[src/rtl/cgra_tile_dma.sv]
// cgra_tile_dma: DMA initiator for the external port of the row-banked CGRA tile memory.
//   LOAD  : s_valid/s_ready word stream -> ext_write into one bank.
//   STORE : ext_read/ext_valid -> small read-data FIFO -> m_valid/m_ready stream.
// Ports:
//   clk, rst_n                        clock, async active-low reset
//   cfg_start/dir/bank/addr/len       transfer setup, sampled in IDLE only
//   cfg_interleave                    bank interleave request (CGRA_DMA_INTERLEAVE_EN builds)
//   cfg_abort                         drop the current transfer, no done pulse
//   busy, done                        status; done is a one-cycle completion pulse
//   s_valid/s_ready/s_data            LOAD input stream
//   m_valid/m_ready/m_data/m_last     STORE output stream
//   ext_addr/bank_sel/read/write/wdata, ext_rdata/ext_valid   tile memory port
// Optional feature macro: CGRA_DMA_INTERLEAVE_EN (word i -> bank (cfg_bank+i)%4, addr steps on bank wrap).
module cgra_tile_dma #(
  parameter int unsigned DATA_WIDTH = 32,
  parameter int unsigned ADDR_WIDTH = 12,
  parameter int unsigned LEN_WIDTH  = 13,
  parameter int unsigned FIFO_DEPTH = 4
) (
  input  logic                  clk,
  input  logic                  rst_n,
  input  logic                  cfg_start,
  input  logic                  cfg_dir,
  input  logic [1:0]            cfg_bank,
  input  logic [ADDR_WIDTH-1:0] cfg_addr,
  input  logic [LEN_WIDTH-1:0]  cfg_len,
  input  logic                  cfg_interleave,
  input  logic                  cfg_abort,
  output logic                  busy,
  output logic                  done,
  input  logic                  s_valid,
  output logic                  s_ready,
  input  logic [DATA_WIDTH-1:0] s_data,
  output logic                  m_valid,
  input  logic                  m_ready,
  output logic [DATA_WIDTH-1:0] m_data,
  output logic                  m_last,
  output logic [ADDR_WIDTH-1:0] ext_addr,
  output logic [1:0]            ext_bank_sel,
  output logic                  ext_read,
  output logic                  ext_write,
  output logic [DATA_WIDTH-1:0] ext_wdata,
  input  logic [DATA_WIDTH-1:0] ext_rdata,
  input  logic                  ext_valid
);
  localparam int unsigned CW = $clog2(FIFO_DEPTH + 1);
  localparam int unsigned PW = (FIFO_DEPTH > 1) ? $clog2(FIFO_DEPTH) : 1;

  localparam logic [1:0] S_IDLE  = 2'd0;
  localparam logic [1:0] S_LOAD  = 2'd1;
  localparam logic [1:0] S_STORE = 2'd2;
  localparam logic [1:0] S_DONE  = 2'd3;

  logic [1:0]            r_state, w_state_nxt;
  logic [LEN_WIDTH-1:0]  r_len, r_issued, r_pop_cnt, w_pop_cnt_nxt;
  logic [ADDR_WIDTH-1:0] r_addr, w_addr_nxt, r_ext_addr;
  logic [1:0]            r_bank, w_bank_nxt, r_ext_bank;
  logic                  r_busy, r_done, r_s_ready, r_m_valid, r_m_last;
  logic                  r_ext_read, r_ext_write, r_wr_last;
  logic [DATA_WIDTH-1:0] r_ext_wdata, r_m_data, w_head_nxt;
  logic [CW-1:0]         r_fifo_cnt, r_inflight, w_cnt_nxt;
  logic [CW:0]           w_occ;
  logic [PW-1:0]         r_wr_ptr, r_rd_ptr, w_rd_ptr_nxt;
  logic [DATA_WIDTH-1:0] r_mem [FIFO_DEPTH];
  logic                  w_accept, w_issue, w_push, w_pop, w_ilv;

  function automatic logic [PW-1:0] f_inc(input logic [PW-1:0] p);
    return (p == PW'(FIFO_DEPTH - 1)) ? '0 : p + PW'(1);
  endfunction

`ifdef CGRA_DMA_INTERLEAVE_EN
  logic r_ilv;
  // Interleave mode is latched per transfer
  always_ff @(posedge clk or negedge rst_n) begin
    if (!rst_n)                            r_ilv <= 1'b0;
    else if (r_state == S_IDLE && cfg_start) r_ilv <= cfg_interleave;
  end
  assign w_ilv = r_ilv;
`else
  logic w_unused_ilv;
  assign w_unused_ilv = cfg_interleave;
  assign w_ilv        = 1'b0;
`endif

  // Address sequencing: linear, or bank-first with address step on bank wrap
  always_comb begin
    w_bank_nxt = w_ilv ? r_bank + 2'd1 : r_bank;
    w_addr_nxt = (!w_ilv || r_bank == 2'd3) ? r_addr + ADDR_WIDTH'(1) : r_addr;
  end

  // Next state, handshakes and FIFO bookkeeping
  always_comb begin
    w_state_nxt   = r_state;
    w_accept      = (r_state == S_LOAD) && r_s_ready && s_valid;
    w_occ         = (CW+1)'(r_fifo_cnt) + (CW+1)'(r_inflight);
    w_issue       = (r_state == S_STORE) && (r_issued < r_len) && (w_occ < (CW+1)'(FIFO_DEPTH));
    w_push        = (r_state == S_STORE) && ext_valid && (r_inflight != '0);
    w_pop         = r_m_valid && m_ready;
    w_cnt_nxt     = r_fifo_cnt + CW'(w_push) - CW'(w_pop);
    w_rd_ptr_nxt  = w_pop ? f_inc(r_rd_ptr) : r_rd_ptr;
    w_pop_cnt_nxt = r_pop_cnt + LEN_WIDTH'(w_pop);
    // Head comes straight from ext_rdata when the pushed word is the only one left
    if (w_cnt_nxt == '0)
      w_head_nxt = '0;
    else if (r_fifo_cnt == '0 || (r_fifo_cnt == CW'(1) && w_pop))
      w_head_nxt = ext_rdata;
    else
      w_head_nxt = r_mem[w_rd_ptr_nxt];
    case (r_state)
      S_IDLE:  if (cfg_start) w_state_nxt = (cfg_len == '0) ? S_DONE : (cfg_dir ? S_STORE : S_LOAD);
      S_LOAD:  if (cfg_abort) w_state_nxt = S_IDLE;
               else if (r_ext_write && r_wr_last) w_state_nxt = S_DONE;
      S_STORE: if (cfg_abort) w_state_nxt = S_IDLE;
               else if (w_pop && r_pop_cnt == r_len - LEN_WIDTH'(1)) w_state_nxt = S_DONE;
      default: w_state_nxt = S_IDLE;
    endcase
  end

  // FIFO storage; pointers and count live in the control register block
  always_ff @(posedge clk) begin
    if (w_push) r_mem[r_wr_ptr] <= ext_rdata;
  end

  // Control and output registers
  always_ff @(posedge clk or negedge rst_n) begin
    if (!rst_n) begin
      r_state <= S_IDLE;   r_len <= '0;       r_issued <= '0;    r_pop_cnt <= '0;
      r_addr <= '0;        r_bank <= '0;      r_busy <= 1'b0;    r_done <= 1'b0;
      r_s_ready <= 1'b0;   r_m_valid <= 1'b0; r_m_last <= 1'b0;  r_m_data <= '0;
      r_ext_read <= 1'b0;  r_ext_write <= 1'b0; r_wr_last <= 1'b0;
      r_ext_addr <= '0;    r_ext_bank <= '0;  r_ext_wdata <= '0;
      r_fifo_cnt <= '0;    r_inflight <= '0;  r_wr_ptr <= '0;    r_rd_ptr <= '0;
    end else begin
      r_state     <= w_state_nxt;
      r_busy      <= (w_state_nxt != S_IDLE);
      r_done      <= (w_state_nxt == S_DONE) && (r_state != S_DONE);
      r_ext_read  <= 1'b0;
      r_ext_write <= 1'b0;
      if (r_state == S_IDLE) begin
        if (cfg_start) begin
          r_len     <= cfg_len;
          r_addr    <= cfg_addr;
          r_bank    <= cfg_bank;
          r_issued  <= '0;
          r_pop_cnt <= '0;
          r_wr_last <= 1'b0;
          r_s_ready <= !cfg_dir && (cfg_len != '0);
        end
      end else if (cfg_abort) begin
        // Flush; a read already in flight returns with inflight==0 and is ignored
        r_s_ready  <= 1'b0;
        r_m_valid  <= 1'b0;
        r_m_last   <= 1'b0;
        r_m_data   <= '0;
        r_fifo_cnt <= '0;
        r_inflight <= '0;
        r_wr_ptr   <= '0;
        r_rd_ptr   <= '0;
      end else begin
        if (w_accept) begin
          r_ext_write <= 1'b1;
          r_ext_addr  <= r_addr;
          r_ext_bank  <= r_bank;
          r_ext_wdata <= s_data;
          r_addr      <= w_addr_nxt;
          r_bank      <= w_bank_nxt;
          r_issued    <= r_issued + LEN_WIDTH'(1);
          if (r_issued == r_len - LEN_WIDTH'(1)) begin
            r_s_ready <= 1'b0;
            r_wr_last <= 1'b1;
          end
        end
        if (w_issue) begin
          r_ext_read <= 1'b1;
          r_ext_addr <= r_addr;
          r_ext_bank <= r_bank;
          r_addr     <= w_addr_nxt;
          r_bank     <= w_bank_nxt;
          r_issued   <= r_issued + LEN_WIDTH'(1);
        end
        r_inflight <= r_inflight + CW'(w_issue) - CW'(w_push);
        r_fifo_cnt <= w_cnt_nxt;
        r_rd_ptr   <= w_rd_ptr_nxt;
        if (w_push) r_wr_ptr <= f_inc(r_wr_ptr);
        r_pop_cnt  <= w_pop_cnt_nxt;
        r_m_valid  <= (w_cnt_nxt != '0);
        r_m_data   <= w_head_nxt;
        r_m_last   <= (w_cnt_nxt != '0) && (w_pop_cnt_nxt == r_len - LEN_WIDTH'(1));
      end
    end
  end

  assign busy         = r_busy;
  assign done         = r_done;
  assign s_ready      = r_s_ready;
  assign m_valid      = r_m_valid;
  assign m_data       = r_m_data;
  assign m_last       = r_m_last;
  assign ext_addr     = r_ext_addr;
  assign ext_bank_sel = r_ext_bank;
  assign ext_read     = r_ext_read;
  assign ext_write    = r_ext_write;
  assign ext_wdata    = r_ext_wdata;
endmodule

[config.mk]
export PLATFORM = sky130hd
export DESIGN_NAME = cgra_tile_dma
export DESIGN_NICKNAME = d
export VERILOG_FILES = /design/src/rtl/cgra_tile_dma.sv
export SDC_FILE = /design/constraint.sdc
export NUM_CORES = 1
export LEC_CHECK = 0
export BUFFER_PORTS_ARGS = -buffer_cell sky130_fd_sc_hd__clkbuf_2
export CAP_MARGIN = 0
export CORE_MARGIN = 8
export CORE_UTILIZATION = 38
export CTS_BUF_LIST = sky130_fd_sc_hd__clkbuf_4
export DETAILED_ROUTE_END_ITERATION = 12
export PLACE_DENSITY = 0.57
export SETUP_SLACK_MARGIN = 0.1
export SYNTH_ARGS = -nofsm -noshare
export SYNTH_HDL_FRONTEND = slang
export SYNTH_SLANG_ARGS = --single-unit
export TNS_END_PERCENT = 30
[constraint.sdc]
create_clock -name clk -period 4 [get_ports clk]
set_input_delay 0 -clock clk [delete_from_list [all_inputs] [get_ports clk]]
set_output_delay 0 -clock clk [all_outputs]
set_load 0.02 [all_outputs]
# After elaboration in Yosys (flattened, before gate mapping)
# Memories as Yosys holds them, arrays and structs flattened.
# Index checks and enable logic that the tools add are counted.
# word_totals
regBits,151
mem_bits_rw,128
in_bits,100
output_inout_bits,85
word_cells,143
memories,1
# memory_table
memory,words,width,read_ports,rd_ports_with_merged_regs,write_ports,line_no,rtl
r_mem,4,32,1,0,1,64,logic [DATA_WIDTH-1:0] r_mem [FIFO_DEPTH];
# classes
addsub,11
magnitude_cmp,2
eq_ne,12
mux,55
bitwise,2
n_reduce_logical,38
# op_table
op,count
two-way mux 32 bit,3
two-way mux 13 bit,7
two-way mux 12 bit,7
== test 13 bit,3
two-way mux 2 bit,15
two-way mux 1 bit,20
nonzero test 3 bit,5
adder 13 x 1 -> 13 bit,1
adder 13 x 1 -> 13 bit (second input constant),1
logical AND 1 bit,13
zero test 13 bit,1
less-than comparator 13 bit,1
nonzero test 13 bit,1
subtractor 13 x 1 -> 13 bit (second input constant),1
adder 12 x 1 -> 12 bit (second input constant),1
AND reduction 3 bit,4
nonzero test 2 bit,5
== test 2 bit (second input constant),4
adder 3 x 1 -> 3 bit,2
zero test 3 bit,2
two-way mux 3 bit,2
case mux 2 bit (3 select lines),1
AND reduction 2 bit,3
subtractor 3 x 1 -> 3 bit,2
other kinds (12),15

# Longest topological paths before layout
# logic_depth
depth_word,8
ltp_mapped,15
depth_no_buf,14

# Least setup slack after synthesis
# No wires, ideal clock.
# synth_timing
path_kind,reg2reg
from,reg r_state[0]
to,"reg r_m_data[23], in the netlist m_data[23]"
setup_time_ns,0.133
t_arrival_ns,3.060
required_ns,3.867
slack_ns,0.807
stages_incl_launch_ff,14
path_buffers,2
synth_period_minus_slack_ns,3.193
cell_sequence,dfrtp_1 clkbuf_1 nor2b_1 o311a_1 inv_1 ha_1 inv_1 ha_1 fa_1 xor2_1 xnor2_1 o31ai_1 clkbuf_1 o21ai_0
# synth_between
elab_chain_cells,8
elab_cells_between_ends,9
cone_classes,add/sub (2); eq/ne (1); mux (2); reduce/logical (4)
# synth_lines
item,line_no,rtl
start: declaration,54,"logic [1:0] r_state, w_state_nxt;"
start signal: assignment,134,r_state <= w_state_nxt;
== test 2 bit,97,w_push = (r_state == S_STORE) && ext_valid && (r_inflight != '0);
logical AND 1 bit (2 in series),97,
adder 3 x 1 -> 3 bit,99,w_cnt_nxt = r_fifo_cnt + CW'(w_push) - CW'(w_pop);
subtractor 3 x 1 -> 3 bit,99,
zero test 3 bit,103,if (w_cnt_nxt == '0)
two-way mux 32 bit,103,
two-way mux 32 bit,149,end else if (cfg_abort) begin
end signal: assignment,187,r_m_data <= w_head_nxt;
end: declaration,60,"logic [DATA_WIDTH-1:0] r_ext_wdata, r_m_data, w_head_nxt;"
# Parallel ways exist; a longest one is shown, timed or not.
# A chain may end at the register's enable or synchronous reset.

# Final worst setup path
# layout_timing
from,reg r_state[1]
to,"reg r_m_data[23], in the netlist m_data[23]"
# The elaborated chain is that of the path after synthesis.

==> results.json <==
{
  "status": "finished clean",
  "synth_area_leader_cell": "edfxtp_1",
  "cp_max_fo": 33,
  "synthTopCellsByArea": "edfxtp_1 (30%), dfrtp_1 (29%), nand2_1 (4.8%), mux2_2 (3.8%), o21ai_0 (3.3%)",
  "antenna_left": 0,
  "ir_worst_vdd_mv": 0.3622,
  "core_sq_um": 33620,
  "fin_crit_sh_pct": 87.59,
  "drc": 0,
  "die_w_microns": 201.1,
  "drt_iter0_drc": 606,
  "antenna_found_initial": 2,
  "first_pass_iters": 4,
  "critical_path_required_ps": 4590,
  "ys_seq_area_share_pct": 58.57,
  "setup.worst_path.start": "r_state[1]",
  "slew_headroom_pct": 37.66,
  "die_h_microns": 201.1,
  "seq_area_sq_um": 7622,
  "power_frac_clock_pct": 27.0,
  "dieArea_sq_um": 40430,
  "r2r-end": "m_data[23]",
  "cts_buffers": 79,
  "swShare_pct": 36.89,
  "htreeDepth": 3,
  "synth_edf_count": 128,
  "hold_slack_ps": 81.82,
  "worst-setup-path-type": "reg -> reg",
  "start_util_pct": 38.72,
  "place_congestion": 0.8177,
  "slew_viol_final": 0,
  "r2r_slack_ps": 500,
  "intPower_mw": 6.260,
  "worst-slew-pin-transition_ps": 935.1,
  "multi_input_area_sq_um": 5025,
  "areaGrowthSynthToFinish_pct": 31.82,
  "cts_tree": "done",
  "grt_max_degree": 87,
  "clk_pin_slew_worst_paths_ps": 70,
  "cts-root-buf": "clkbuf_4",
  "portBuffers": 183,
  "yosys.area.top_type_share_pct": 29.53,
  "grt_overflow": 0,
  "async_flop_share_pct": 54.12,
  "grt.total_usage_pct": 18.01,
  "synth_area_sq_um": 13010,
  "fin_crit_ps": 3504,
  "fin_nets": 1645,
  "setup_viol": 0,
  "fp-row-count": 67,
  "fillers": 3075,
  "syn_nets": 1266,
  "drive_gt1_share_pct": 25.48,
  "io_pins": 185,
  "combPwrFrac_pct": 34.2,
  "p_leak_nw": 7.292,
  "yosysWarnings": 0,
  "clkLatencyLatePin_ps": 730,
  "grt_pass1_vias": 10900,
  "ys_seq_elements": 279,
  "synth.avg_cell_area_sq_um": 11.47,
  "power.density_nw_per_um2": 578.2,
  "grt_pass1_wl_mm": 58.91,
  "yosysUniqueCellTypes": 72,
  "max_freq_mhz": 285.4,
  "drv_cap": 0,
  "finalSetupTns_ps": 0,
  "synthFlopType": "dfrtp_1",
  "critPathLaunchType": "register",
  "dp_hpwl_mm": 22.37,
  "vias": 10510,
  "seq_power_share_pct": 38.9,
  "rsz0062_at_grt": "false",
  "critical_path.endpoint": "m_data[23]",
  "hold_violations": 0,
  "drt-wirelength-per-cell_microns": 18.22,
  "skew_ps": 52.87,
  "r2r-start": "r_state[1]",
  "wl_mm": 36.89,
  "power_switching_mw": 3.659,
  "vias_per_cell": 5.194,
  "end_kind": "register",
  "worstPathArrival_ps": 4100,
  "netlist_instances": 1135,
  "cts.path.max_buffers": 3,
  "cts_num_sinks": 279,
  "ff2ff_path_depth": 12,
  "hp-class": "in -> reg"
}
cells in the mapped netlist, types with 9 or more instances:
cell and instances:
a211oi_1 33, a21oi_1 68, a311oi_1 32, and2_1 11, and3_1 39, buf_2 9
clkbuf_1 53, dfrtp_1 151, edfxtp_1 128, ha_1 29, inv_1 31, mux2_2 44
nand2_1 167, nand3_1 25, nand4_1 11, nor2_1 32, nor3_1 10, o21ai_0 86
o31ai_1 10, xnor2_1 27, xor2_1 16
cell families (layout without fill, tap and decap cells):
family	after synthesis	after routing	synth area share, %
mux	48	48	4.115
fa+ha+maj	31	31	3.096
flops	279	279	58.57
xor+xnor	49	49	3.932
other cells	0	2	0
compound gates	284	284	14.28
buf+inv	102	541	3.297
simple gates	342	342	12.72
how the worst min path moves through the flow:
| stage | from | slack [ps] | cells past startpoint | endpoint |
|---|---|---|---|---|
| CTS | ext_rdata[31] | 0.6 | 2 | r_mem[3][31] |
| global route | ext_rdata[3] | 40 | 2 | r_mem[2][3] |
| global placement | rst_n | 160 | 1 | r_pop_cnt[10] |
| detailed placement | rst_n | 170 | 1 | m_data[6] |
| floorplan | rst_n | -300 | 0 | busy |
| finish | ext_rdata[31] | 80 | 2 | r_mem[3][31] |
metrics by stage:
stage / util, % / power [mW] / setup WS [ps] / std cells / area (sq um)
6_report: 51.04 / 9.919 / 496.5 / 2024 / 17160
5_1_grt: 51.04 / 10.54 / 169.0 / 2024 / 17160
4_1_cts: 51.02 / 10.03 / 470.7 / 2022 / 17150
2_1_floorplan: - / 6.020 / 806.6 / 1135 / 13020
3_3_place_gp: 42.94 / 7.092 / 603.3 / 1715 / 14430
3_5_place_dp: 42.94 / 7.144 / 483.5 / 1715 / 14430
per-layer routing:
layer  vias up  wire length (microns)  GRT usage, %
li1       4999                      -             -
met1      5149                  15280         21.42
met2       286                  18480         30.28
met3        78                   1844         4.276
met4         0                   1286         8.830
met5         -                      0             0
cell type report:
class                      instances  area share, %
multi-input combinational        754          29.29
timing repair buffer             369          16.26
antenna                            2        0.02917
clock buffer                     124          5.426
inverter                          31         0.6782
tap                              448          3.267
clock inverter                    17         0.6272
sequential                       279          44.43
timing repair:
item / 4_1_cts / 5_1_grt
endpoints found under the hold margin: 321 / 0
setup buffers: 0 / 0
gates resized for setup: 0 / 0
hold buffers: 166 / 0
worst max-delay path, cell delays in order (launching register included):
cell	delay [ps]
dfrtp_1	470
nor2b_1	320
o311a_1	380
inv_1	100
ha_1	280
inv_1	40
ha_1	180
fa_1	380
xor2_1	270
xnor2_1	140
o31ai_4	220
buf_4	400
o21ai_0	180
state kept, by name, indices dropped and copies added (netlist names), 2 cells and up:
name and flops:
ext_bank_sel 2, r_mem 128, r_pop_cnt 13, r_issued 13, r_addr 12, r_rd_ptr 2
r_wr_ptr 2, r_bank 2, r_fifo_cnt 3, r_state 2, r_inflight 3, r_len 13
m_data 32, ext_wdata 32, ext_addr 12
power by group through the flow:
stage          clock (mW)  sequential, mW  combinational [mW]
3_5_place_dp            0            3.89                3.25
3_3_place_gp            0            3.88                3.21
6_report             2.68            3.85                3.39
2_1_floorplan           0            4.13                1.89
5_1_grt              2.91            3.92                3.71
4_1_cts              2.78            3.84                3.41
cells in the final DEF, fill, tap and decap left out, types with 10 or more instances in the layout:
cell type | synthesis | layout
clkinv_1 | 0 | 11
o21ai_0 | 86 | 86
dfrtp_1 | 151 | 151
nand4_1 | 11 | 11
mux2_2 | 44 | 44
nand3_1 | 25 | 25
a211oi_1 | 33 | 33
ha_1 | 29 | 29
nand2_1 | 167 | 166
and2_1 | 11 | 11
dlygate4sd3_1 | 0 | 165
nor3_1 | 10 | 10
xor2_1 | 16 | 16
clkbuf_4 | 0 | 124
and3_1 | 39 | 39
a311oi_1 | 32 | 32
nor2_1 | 32 | 29
inv_1 | 31 | 31
clkbuf_2 | 0 | 182
edfxtp_1 | 128 | 128
xnor2_1 | 27 | 27
a21oi_1 | 68 | 68
buf_4 | 0 | 17
Power figures use the tool's default switching activity.
